**config.mk**
```make
export PLATFORM = sky130hd
export DESIGN_NAME = seq_detect_param
export DESIGN_NICKNAME = d
export VERILOG_FILES = /design/src/rtl/seq_det_pkg.sv /design/src/rtl/sat_counter.sv /design/src/rtl/seq_detect_param.sv
export SDC_FILE = /design/constraint.sdc
export NUM_CORES = 1
export LEC_CHECK = 0
export ABC_CLOCK_PERIOD_IN_PS = 1500
export BUFFER_PORTS_ARGS = -buffer_cell sky130_fd_sc_hd__buf_2
export CAP_MARGIN = 20
export CORE_MARGIN = 1.5
export CORE_UTILIZATION = 40
export CTS_CLUSTER_SIZE = 10
export DETAILED_ROUTE_END_ITERATION = 16
export PLACE_DENSITY = 0.66
export SYNTH_ARGS = -nofsm -noshare
export SYNTH_HDL_FRONTEND = slang
export SYNTH_SLANG_ARGS = --single-unit
export TNS_END_PERCENT = 20
```
**constraint.sdc**
```tcl
create_clock -name clk -period 1.5 [get_ports clk]
set_clock_uncertainty 0.05 [all_clocks]
set_input_delay 0.225 -clock clk [delete_from_list [all_inputs] [get_ports clk]]
set_output_delay 0.225 -clock clk [all_outputs]
set_load 0.03 [all_outputs]
```
**src/rtl/seq_det_pkg.sv**
```systemverilog
// Shared definitions for the parametrised serial pattern detector.
//   MODE_NONOVL / MODE_OVL : encodings of the overlap-mode register
//   sat_inc()              : saturating increment for counters of any width
//                            up to SAT_MAX_W bits
package seq_det_pkg;

  localparam logic MODE_NONOVL = 1'b0;
  localparam logic MODE_OVL    = 1'b1;

  localparam int unsigned SAT_MAX_W = 32;

  // Increment cnt, holding at the all-ones value of a w-bit counter.
  // The caller zero-extends its value in and truncates the result back.
  function automatic logic [SAT_MAX_W-1:0] sat_inc(input logic [SAT_MAX_W-1:0] cnt,
                                                    input int unsigned        w);
    logic [SAT_MAX_W-1:0] max_v;
    // For w >= SAT_MAX_W the shift yields 0 and the subtraction gives all-ones.
    max_v = (SAT_MAX_W'(1) << w) - 1'b1;
    return (cnt == max_v) ? cnt : cnt + 1'b1;
  endfunction

endpackage

```
**src/rtl/sat_counter.sv**
```systemverilog
// Saturating up-counter.
//   clk   : rising-edge clock
//   rst   : synchronous active-high reset, clears the count
//   inc   : add one this cycle (ignored once at 2**W-1)
//   value : current count
module sat_counter
  import seq_det_pkg::*;
#(
  parameter int unsigned W = 8
) (
  input  logic         clk,
  input  logic         rst,
  input  logic         inc,
  output logic [W-1:0] value
);

  logic [W-1:0] value_q, value_d;

  always_comb begin
    value_d = value_q;
    if (inc) value_d = W'(sat_inc(SAT_MAX_W'(value_q), W));
  end

  always_ff @(posedge clk) begin
    if (rst) value_q <= '0;
    else     value_q <= value_d;
  end

  assign value = value_q;

endmodule

```
**src/rtl/seq_detect_param.sv**
```systemverilog
// Parametrised serial bit-pattern detector (Moore, registered outputs).
//   clk       : rising-edge clock
//   rst       : synchronous active-high reset
//   a         : serial data bit, sampled only when a_valid is high
//   a_valid   : qualifies a
//   pat_load  : load pat_in / ovl_en as the new pattern and mode; clears history
//   pat_in    : new pattern, MSB = oldest bit
//   ovl_en    : overlap mode captured with pat_load (1 = overlapping)
//   y         : one-cycle match pulse, one cycle after the completing bit
//   match_cnt : saturating count of matches since reset
//   pat_cur   : currently active pattern
module seq_detect_param
  import seq_det_pkg::*;
#(
  parameter int unsigned      PAT_W   = 3,
  parameter logic [PAT_W-1:0] PATTERN = 3'b101,
  parameter logic             OVERLAP = 1'b0,
  parameter int unsigned      CNT_W   = 8
) (
  input  logic             clk,
  input  logic             rst,
  input  logic             a,
  input  logic             a_valid,
  input  logic             pat_load,
  input  logic [PAT_W-1:0] pat_in,
  input  logic             ovl_en,
  output logic             y,
  output logic [CNT_W-1:0] match_cnt,
  output logic [PAT_W-1:0] pat_cur
);

  localparam int unsigned           FILL_W   = $clog2(PAT_W + 1);
  localparam logic [FILL_W-1:0]     FILL_PAT = FILL_W'(PAT_W);

  logic [PAT_W-1:0]  hist_q, hist_d;
  logic [FILL_W-1:0] fill_q, fill_d;
  logic [PAT_W-1:0]  pat_q, pat_d;
  logic              mode_q, mode_d;
  logic              y_q, y_d;

  logic [PAT_W-1:0]  hist_nxt;
  logic [FILL_W-1:0] fill_nxt;
  logic              match;

  always_comb begin
    hist_d   = hist_q;
    fill_d   = fill_q;
    pat_d    = pat_q;
    mode_d   = mode_q;
    hist_nxt = {hist_q[PAT_W-2:0], a};
    fill_nxt = (fill_q == FILL_PAT) ? fill_q : fill_q + 1'b1;
    match    = 1'b0;

    if (pat_load) begin
      // A bit arriving with the load is dropped; the new pattern starts clean.
      pat_d  = pat_in;
      mode_d = ovl_en;
      hist_d = '0;
      fill_d = '0;
    end else if (a_valid) begin
      // fill guards against the zeroed history matching an all-zero pattern.
      match  = (fill_nxt == FILL_PAT) && (hist_nxt == pat_q);
      hist_d = hist_nxt;
      fill_d = (match && (mode_q == MODE_NONOVL)) ? '0 : fill_nxt;
    end

    y_d = match;
  end

  always_ff @(posedge clk) begin
    if (rst) begin
      hist_q <= '0;
      fill_q <= '0;
      pat_q  <= PATTERN;
      mode_q <= OVERLAP;
      y_q    <= 1'b0;
    end else begin
      hist_q <= hist_d;
      fill_q <= fill_d;
      pat_q  <= pat_d;
      mode_q <= mode_d;
      y_q    <= y_d;
    end
  end

  sat_counter #(.W(CNT_W)) u_match_cnt (
    .clk   (clk),
    .rst   (rst),
    .inc   (match),
    .value (match_cnt)
  );

  assign y       = y_q;
  assign pat_cur = pat_q;

endmodule

```
Word-level counts from Yosys, hierarchy flattened

Cells that the tools add are included.

Register bits: 17
Bits of input ports: 9
Logic and storage cells: 22

Add/sub/neg operators: 2
Eq/ne operators: 4
Mux-type cells: 4
Bitwise logic cells: 2
Reductions and logical operators: 4

Operators with widths:

| kind                                                          | number |
|---|---|
| 8-bit by 1-bit adder with 8-bit output, second input constant | 1 |
| 8-bit == test, second input constant                          | 1 |
| 2-bit == test, second input constant                          | 2 |
| 2-bit two-way mux                                             | 2 |
| 3-bit == test                                                 | 1 |
| 2-bit by 1-bit adder with 2-bit output, second input constant | 1 |
| 1-bit logical AND                                             | 2 |
| 1-bit two-way mux                                             | 2 |
| 1-bit NOT                                                     | 2 |
| 2-bit AND reduction                                           | 1 |
| 2-bit OR reduction                                            | 1 |

Longest topological paths before layout

Gate-level depths: netlist of run 1.

Word-level depth: 7
Depth in mapped cells: 6

Modules after synthesis

From an unflattened synthesis of run 1, not the netlist that was laid out.

Cell total of the unflattened synthesis: 83
Area, all modules: 829.5 um2

Modules (own cells, without submodules):

| module           | times used | cells an instance | area each (um2) | sequential area each (um2) |
|---|---|---|---|---|
| sat_counter      | 1          | 45                | 440.4           | 160.2 |
| seq_detect_param | 1          | 38                | 389.1           | 180.2 |

Worst setup path before layout of run 1

OpenSTA, ideal clock, no wires.

Path type: register to register
From: register u_match_cnt.value_q[0] (netlist: u_match_cnt.value[0])
To: register u_match_cnt.value_q[6] (netlist: u_match_cnt.value[6])
Arrival: 1.595 ns
Data required time: 1.331 ns
Slack: -0.263 ns
Cell stages (with the launch flop): 5
Path buffers: 0
Clock period less this slack: 1.763 ns
Path through: dfxtp_1 ha_1 nand2_1 or4b_1 o221a_1

Word-level cells in the longest chain between the ends: 3
Elaborated cells on any way between the ends: 4
Classes of those cells: add/sub (1); eq/ne (1); bitwise (1); reduce/logical (1)

RTL lines:

| item                                                                           | line              | RTL |
|---|---|---|
| start: declaration                                                             | sat_counter.sv:17 | `logic [W-1:0] value_q, value_d;` |
| start signal: assignment                                                       | sat_counter.sv:26 | `else value_q <= value_d;` |
| branches (longest 3 deep; another with 8-bit by 1-bit adder with 8-bit output) | n/a               |  |

Several ways; the timed one is not identified.
A chain may end at the register's enable or synchronous reset.

Final worst setup path of run 1

From: register pat_q[2] (netlist: pat_cur[2])
To: register u_match_cnt.value_q[0] (netlist: u_match_cnt.value[0])

Word-level cells in the longest chain between the ends: 5

RTL lines:

| item                                 | line                   | RTL |
|---|---|---|
| start: declaration                   | seq_detect_param.sv:37 | `logic [PAT_W-1:0] pat_q, pat_d;` |
| start signal: assignment             | seq_detect_param.sv:80 | `pat_q <= pat_d;` |
| 3-bit == test                        | seq_detect_param.sv:62 | `match = (fill_nxt == FILL_PAT) && (hist_nxt == pat_q);` |
| 1-bit logical AND                    | seq_detect_param.sv:62 |  |
| 1-bit two-way mux                    | seq_detect_param.sv:60 | `end else if (a_valid) begin` |
| 1-bit two-way mux                    | seq_detect_param.sv:54 | `if (pat_load) begin` |
| 2-bit AND reduction (no source line) | n/a                    |  |

No other way between the ends.

==> results of run 1 <==
## how the worst max path moves through the flow
stage	slack (ns)	start	depth (start not counted)	end
floorplan	-0.03	pat_cur[2]	4	u_match_cnt.value[7]
CTS	-0.004	hist_q[1]	4	u_match_cnt.value[5]
global route	-0.06	pat_cur[1]	5	u_match_cnt.value[0]
global placement	-0.06	pat_load	5	u_match_cnt.value[7]
detailed placement	-0.12	pat_load	5	u_match_cnt.value[7]
finish	0.006	pat_cur[2]	5	u_match_cnt.value[0]
## per-layer routing
metal	routed length [um]	share of wire (%)	up-vias	global-route usage [%]
met2	964	52	19	30.3
met3	78	4.2	2	5.77
met1	812	43	350	22.0
met5	0	0	-	0
met4	13	0.70	0	7.22
li1	-	-	385	-
## cells in the final DEF (no fill, tap or decap), types with 2 or more instances in the layout
cell type   n
nand2_1     8
inv_1       2
mux2i_1     7
nand3_1     5
nor2_1      8
o31ai_1     4
buf_2      20
dfxtp_4     8
buf_4      12
xnor2_4     3
nor3_1      5
or4_1       3
clkbuf_4    3
dfxtp_2     3
a21oi_2     2
dfxtp_1     6
a21oi_1     3
## logic make-up after synthesis
family                     synth area share, %
adders and majority gates                 1.59
AOI/OAI and AO/OA                         12.5
muxes                                     8.89
DFF                                       43.2
and+or+nand+nor                           26.3
xor gates and xnor gates                  3.33
buffers and inverters                     4.13
## state kept, by name, indices dropped and copies added, names as in the netlist
| register | flops |
|---|---|
| u_match_cnt.value | 8 |
| pat_cur | 3 |
| fill_q | 2 |
| hist_q | 2 |
| mode_q | 1 |
| y | 1 |
## power by group
group,switching [mW],internal [mW],total [mW]
clock network,0.140,0.0990,0.239
logic,0.0505,0.0515,0.102
registers,0.0122,0.450,0.462
total,0.203,0.600,0.803
## cell type report
cell class	instances	area, um^2
tap	25	31.3
clock buffer	3	22.5
timing repair buffer	33	201
sequential	17	374
fill	144	633
multi-input combinational	63	508
inverter	2	7.51
clock inverter	1	5.00
## worst register-to-register path, delay by kind of cell, from the launching register on
kind                   cells  cell delay [ns]
AND/OR/NAND/NOR            2             0.52
flip-flops                 1             0.36
XOR/XNOR                   1             0.22
buffers and inverters      1             0.17
AO/OA/AOI/OAI              1             0.12
## timing repair
item | in CTS | in global routing
gates resized for setup | 7 | 8
endpoints found under the setup margin | 7 | 8
buffers inserted | 1 | 2
hold buffers | 0 | 0
pin swaps | 6 | 7
==> summary.md, run 1 <==
| Metric | Value |
|---|---|
| Pwr dens | 698 mW/mm^2 |
| RR Startpoint | pat_cur[2] |
| Vias/cell | 5.25 |
| Max H-tree Level | 1 |
| Die width | 47.4 um |
| Starting DRC count in detailed routing | 10 |
| Warnings from Yosys | 0 |
| Core area | 0.00178 mm^2 |
| Worst Setup Start Kind | flip-flop |
| 1st-pass router iterations | 4 |
| Final Critical Period | 1.49 ns |
| IO Count | 21 |
| Final ANT Viol Nets | 0 |
| Final core utilization | 64.5% |
| Hold_ws | 0.100 ns |
| Max-cap violations | 0 |
| Clock Sinks | 17 |
| Slowest cell on the critical path | dfxtp_2 |
| Yosys reg bits | 17 |
| Crit path max-delay family | simple AND/OR/NAND/NOR gates |
| Crit path DAT | 1.66 ns |
| CP max FO | 7 |
| Peak VDD IR | 748 uV |
| Vert. Die Dim | 47.4 um |
| RSZ-0062 raised after global routing | true |
| End of the worst register-to-register path | u_match_cnt.value[0] |
| CP bufs+invs | 1 |
| Post-DP HPWL | 1.31 mm |
| Required time worst endpoint | 1.67 ns |
| Outcome | completed |
| Syn Inst Count | 86 |
| Pins Over Slew Limit | 0 |
| Final period util | 99.6% |
| Clock slew at reported path FFs | 0.09 ns |
| Min-Delay Path Class | input port to flip-flop |
| WS Path Type | flip-flop to flip-flop |
| Cell Count, Final, Fillers Out | 144 |
| Vias in the first global route | 669 |
| Placed inst area | 0.00105 mm^2 |
| Max_slew headroom | 75.2% |
| Cells after DPL | 137 |
| FP Rows | 15 |
| Wirelength per Cell | 13.0 um |
| Share of cells above drive strength 1 | 51.3% |
| Syn_nets | 96 |
| Synth cell types | 26 |
| Post-synth EDFFs | 0 |
| Root buf cell | clkbuf_4 |
| Synth-to-layout area growth | 45.9% |
| WL final | 1.87 mm |
| Share of the synthesized area in the top cell type | 43.2% |
| Routed vias | 756 |
| Main synth FF type | dfxtp_1 |
| Inserted Diodes | 0 |
| GRT Util Overall | 18.3% |
| Final nets | 130 |
| Initial antenna violation count | 0 |
| Area contributors post-synth | dfxtp_1 43%, mux2i_1 8.9%, nand2_1 4.3% |
| Num CTS Buffers | 3 |
| Asr flop ratio synth | 0% |
| Critical hold path startpoint | pat_in[2] |
| Synthesized area per cell | 9.17 um^2 |
| Sequential share of the synthesized area | 43.2% |
| Slew @ Worst Pin | 0.371 ns |
| Count leader, synth | dfxtp_1 |
| Total grt overflow | 0 |
| Clk Latency, worst-skew pair | 0.29 ns |
| Clock tree buffer depth | 2 |
| Max Clock Freq | 669 MHz |
| Reg2Reg Depth | 5 |
| Tot Pwr | 803 uW |
| Top cell type by total area after synthesis | dfxtp_1 |
| Slowest cell delay on critical path | 0.36 ns |
| Static Leak | 0.469 nW |
| Final setup violating endpoints | 0 |
| Port bufs | 20 |
| Pre-CTS setup slack | -0.118 ns |
| Worst setup margin | 0.00602 ns |
| First-pass GRT wire length | 2.80 mm |
| TritonCTS clock tree | done |
| Hold Crit Endpoint | pat_cur[2] |
| Final Hold Fails | 0 |
| Initial core utilization | 44.2% |
| Crit end category | flip-flop |
| Final instance area | 0.00115 mm^2 |
| Largest net degree at the start of global routing | 13 |
| Minimum setup slack among reg-to-reg paths | 0.006 ns |
| Crit path cell chain | xnor2_4 > nand4_4 > buf_6 > or3_4 > a21oi_2 |
| Synth top cells by count | 17 x dfxtp_1, 9 x nand2_1, 9 x nor2_1 |
| Post-synthesis cell area | 788 um^2 |
| Final setup TNS | 0 ns |
| Die area | 0.00225 mm^2 |
| DR DRC count | 0 |
| Placer Congestion | 0.786 |
| Hold-critical path depth | 3 |
(Power assumes the default switching activity.)
==> run 2: changes to the inputs <==
--- a/config.mk
+++ b/config.mk
@@ -5,14 +5,14 @@
 export SDC_FILE = /design/constraint.sdc
 export NUM_CORES = 1
 export LEC_CHECK = 0
-export ABC_CLOCK_PERIOD_IN_PS = 1500
+export ABC_CLOCK_PERIOD_IN_PS = 1750
 export BUFFER_PORTS_ARGS = -buffer_cell sky130_fd_sc_hd__buf_2
 export CAP_MARGIN = 20
 export CORE_MARGIN = 1.5
-export CORE_UTILIZATION = 40
+export CORE_UTILIZATION = 53
 export CTS_CLUSTER_SIZE = 10
 export DETAILED_ROUTE_END_ITERATION = 16
-export PLACE_DENSITY = 0.66
+export PLACE_DENSITY = 0.8
 export SYNTH_ARGS = -nofsm -noshare
 export SYNTH_HDL_FRONTEND = slang
 export SYNTH_SLANG_ARGS = --single-unit
==> constraint.sdc (replaced) <==
create_clock -name clk -period 1.75 [get_ports clk]
set_clock_uncertainty 0.05 [all_clocks]
set_input_delay 0.2625 -clock clk [delete_from_list [all_inputs] [get_ports clk]]
set_output_delay 0.2625 -clock clk [all_outputs]
set_load 0.03 [all_outputs]
==> run 2 against run 1 <==
Sequential share of layout area grew 3.3 points. Sequential power shrank 13%. Design area shrank 17%. Non-clock buffer count shrank 10. Register-to-register slack gained 0.06 ns. Via count shrank 9.4%. Critical path depth shrank 1. Wire length shrank 17%. Cell count shrank 14%. Clock power shrank 12%. First-iteration DRC count grew 10%.
==> summary.md, run 2 (synthesized netlist as in run 1, its figures left out) <==
| Metric | Value |
|---|---|
| Clock tree buffer depth | 2 |
| Hold Buf Count CTS | 0 |
| Clock slew at reported path FFs | 0.10 ns |
| WL final | 1.56 mm |
| Post-DP HPWL | 1.10 mm |
| WS Path Type | flip-flop to flip-flop |
| Share of cells above drive strength 1 | 32.1% |
| RR Startpoint | pat_cur[0] |
| Total grt overflow | 0 |
| First-pass GRT wire length | 2.47 mm |
| Static Leak | 0.407 nW |
| Worst setup margin | 0.0628 ns |
| Crit path DAT | 1.83 ns |
| Largest register FFs | 8 |
| Max_slew headroom | 62.2% |
| Outcome | completed |
| Core area | 0.00135 mm^2 |
| Final nets | 120 |
| Pins Over Slew Limit | 0 |
| 1st-pass router iterations | 4 |
| Clk Latency, worst-skew pair | 0.29 ns |
| Initial core utilization | 58.4% |
| Final setup violating endpoints | 0 |
| Final instance area | 957 um^2 |
| Pwr dens | 711 mW/mm^2 |
| Vias/cell | 5.52 |
| Max Clock Freq | 593 MHz |
| Wirelength per Cell | 12.5 um |
| Slew @ Worst Pin | 0.565 ns |
| CP max FO | 11 |
| GRT Util Overall | 18.0% |
| Initial antenna violation count | 0 |
| Min-Delay Path Class | input port to flip-flop |
| Routed vias | 685 |
| Final Hold Fails | 0 |
| Port bufs | 20 |
| Setup Fix Bufs, Post-CTS | 0 |
| Synth-to-layout area growth | 21.4% |
| Most common cell after layout, fill and taps aside | buf_2 |
| Pre-CTS setup slack | 0.00456 ns |
| Commonest cells after routing, fill and taps aside | 20 x buf_2, 15 x dfxtp_1, 9 x nor2_1, 9 x nand2_1, 7 x mux2i_1 |
| Critical hold path startpoint | pat_in[0] |
| Required time worst endpoint | 1.89 ns |
| Final ANT Viol Nets | 0 |
| Die width | 41.6 um |
| Inserted Diodes | 0 |
| Minimum setup slack among reg-to-reg paths | 0.06 ns |
| Vert. Die Dim | 41.6 um |
| Starting DRC count in detailed routing | 11 |
| Worst setup path start | pat_cur[0] |
| Placer Congestion | 0.740 |
| Clock Sinks | 17 |
| Vias in the first global route | 562 |
| Largest net degree at the start of global routing | 13 |
| DR DRC count | 0 |
| Placed inst area | 907 um^2 |
| Cts repair resizes | 0 |
| Peak VDD IR | 453 uV |
| IO Count | 21 |
| Crit end category | flip-flop |
| Max H-tree Level | 1 |
| Worst Setup Start Kind | flip-flop |
| Num CTS Buffers | 3 |
| TritonCTS clock tree | done |
| Final period util | 96.4% |
| Root buf cell | clkbuf_4 |
| Max-cap violations | 0 |
| Final Critical Period | 1.69 ns |
| Die area | 0.00173 mm^2 |
| FP Rows | 13 |
-- run 2: cell types whose count changed in the layout (fill, tap and decap cells not counted), sizes merged --
cell | previous run | this run
buf | 33 | 23
-- run 2: final cells by class --
type / count / area (um^2)
Clock buffer: 3 / 22.5
Clock inverter: 1 / 5.00
Inverter: 2 / 7.51
Fill cell: 110 / 393
Tap cell: 15 / 18.8
Multi-Input combinational cell: 63 / 438
Sequential cell: 17 / 343
Timing Repair Buffer: 23 / 123
-- run 2: worst max-delay path: stages, from the launching register on --
cell     delay [ns]
dfxtp_1        0.36
xnor2_2        0.24
nand4_4        0.19
or4_1          0.58
o211a_1        0.16
-- run 2: per-layer routing --
layer	track usage (%)	wire, um	part of all wire, %
met1	24.7	740	48
met2	29.1	745	48
met3	2.61	50	3.2
met4	5.81	19	1.2
met5	0	0	0
-- run 2: worst paths after layout --
check / to / cells past startpoint
min reg2reg: u_match_cnt.value[1] / 2
min: pat_cur[0] / 3
max reg2reg: u_match_cnt.value[7] / 4
max: u_match_cnt.value[7] / 4
-- run 2: stage by stage --
stage,utilization [%],hold WS (ns),setup TNS (ns),cells,power (mW)
2_1_floorplan,-,0.341,0,86,0.453
3_3_place_gp,67.2,0.410,0,120,0.472
3_5_place_dp,67.2,0.422,0,120,0.473
4_1_cts,69.2,0.125,0,124,0.681
5_1_grt,70.9,0.133,-0.0103,124,0.703
6_report,70.9,0.127,0,124,0.681
-- run 2: power by group --
| group | total, mW | switching, mW | leakage, nW | internal [mW] |
|---|---|---|---|---|
| combinational | 0.0670 | 0.0374 | 0.250 | 0.0297 |
| sequential | 0.403 | 0.00792 | 0.139 | 0.395 |
| clock | 0.211 | 0.126 | 0.0177 | 0.0850 |
| total | 0.681 | 0.171 | 0.407 | 0.509 |
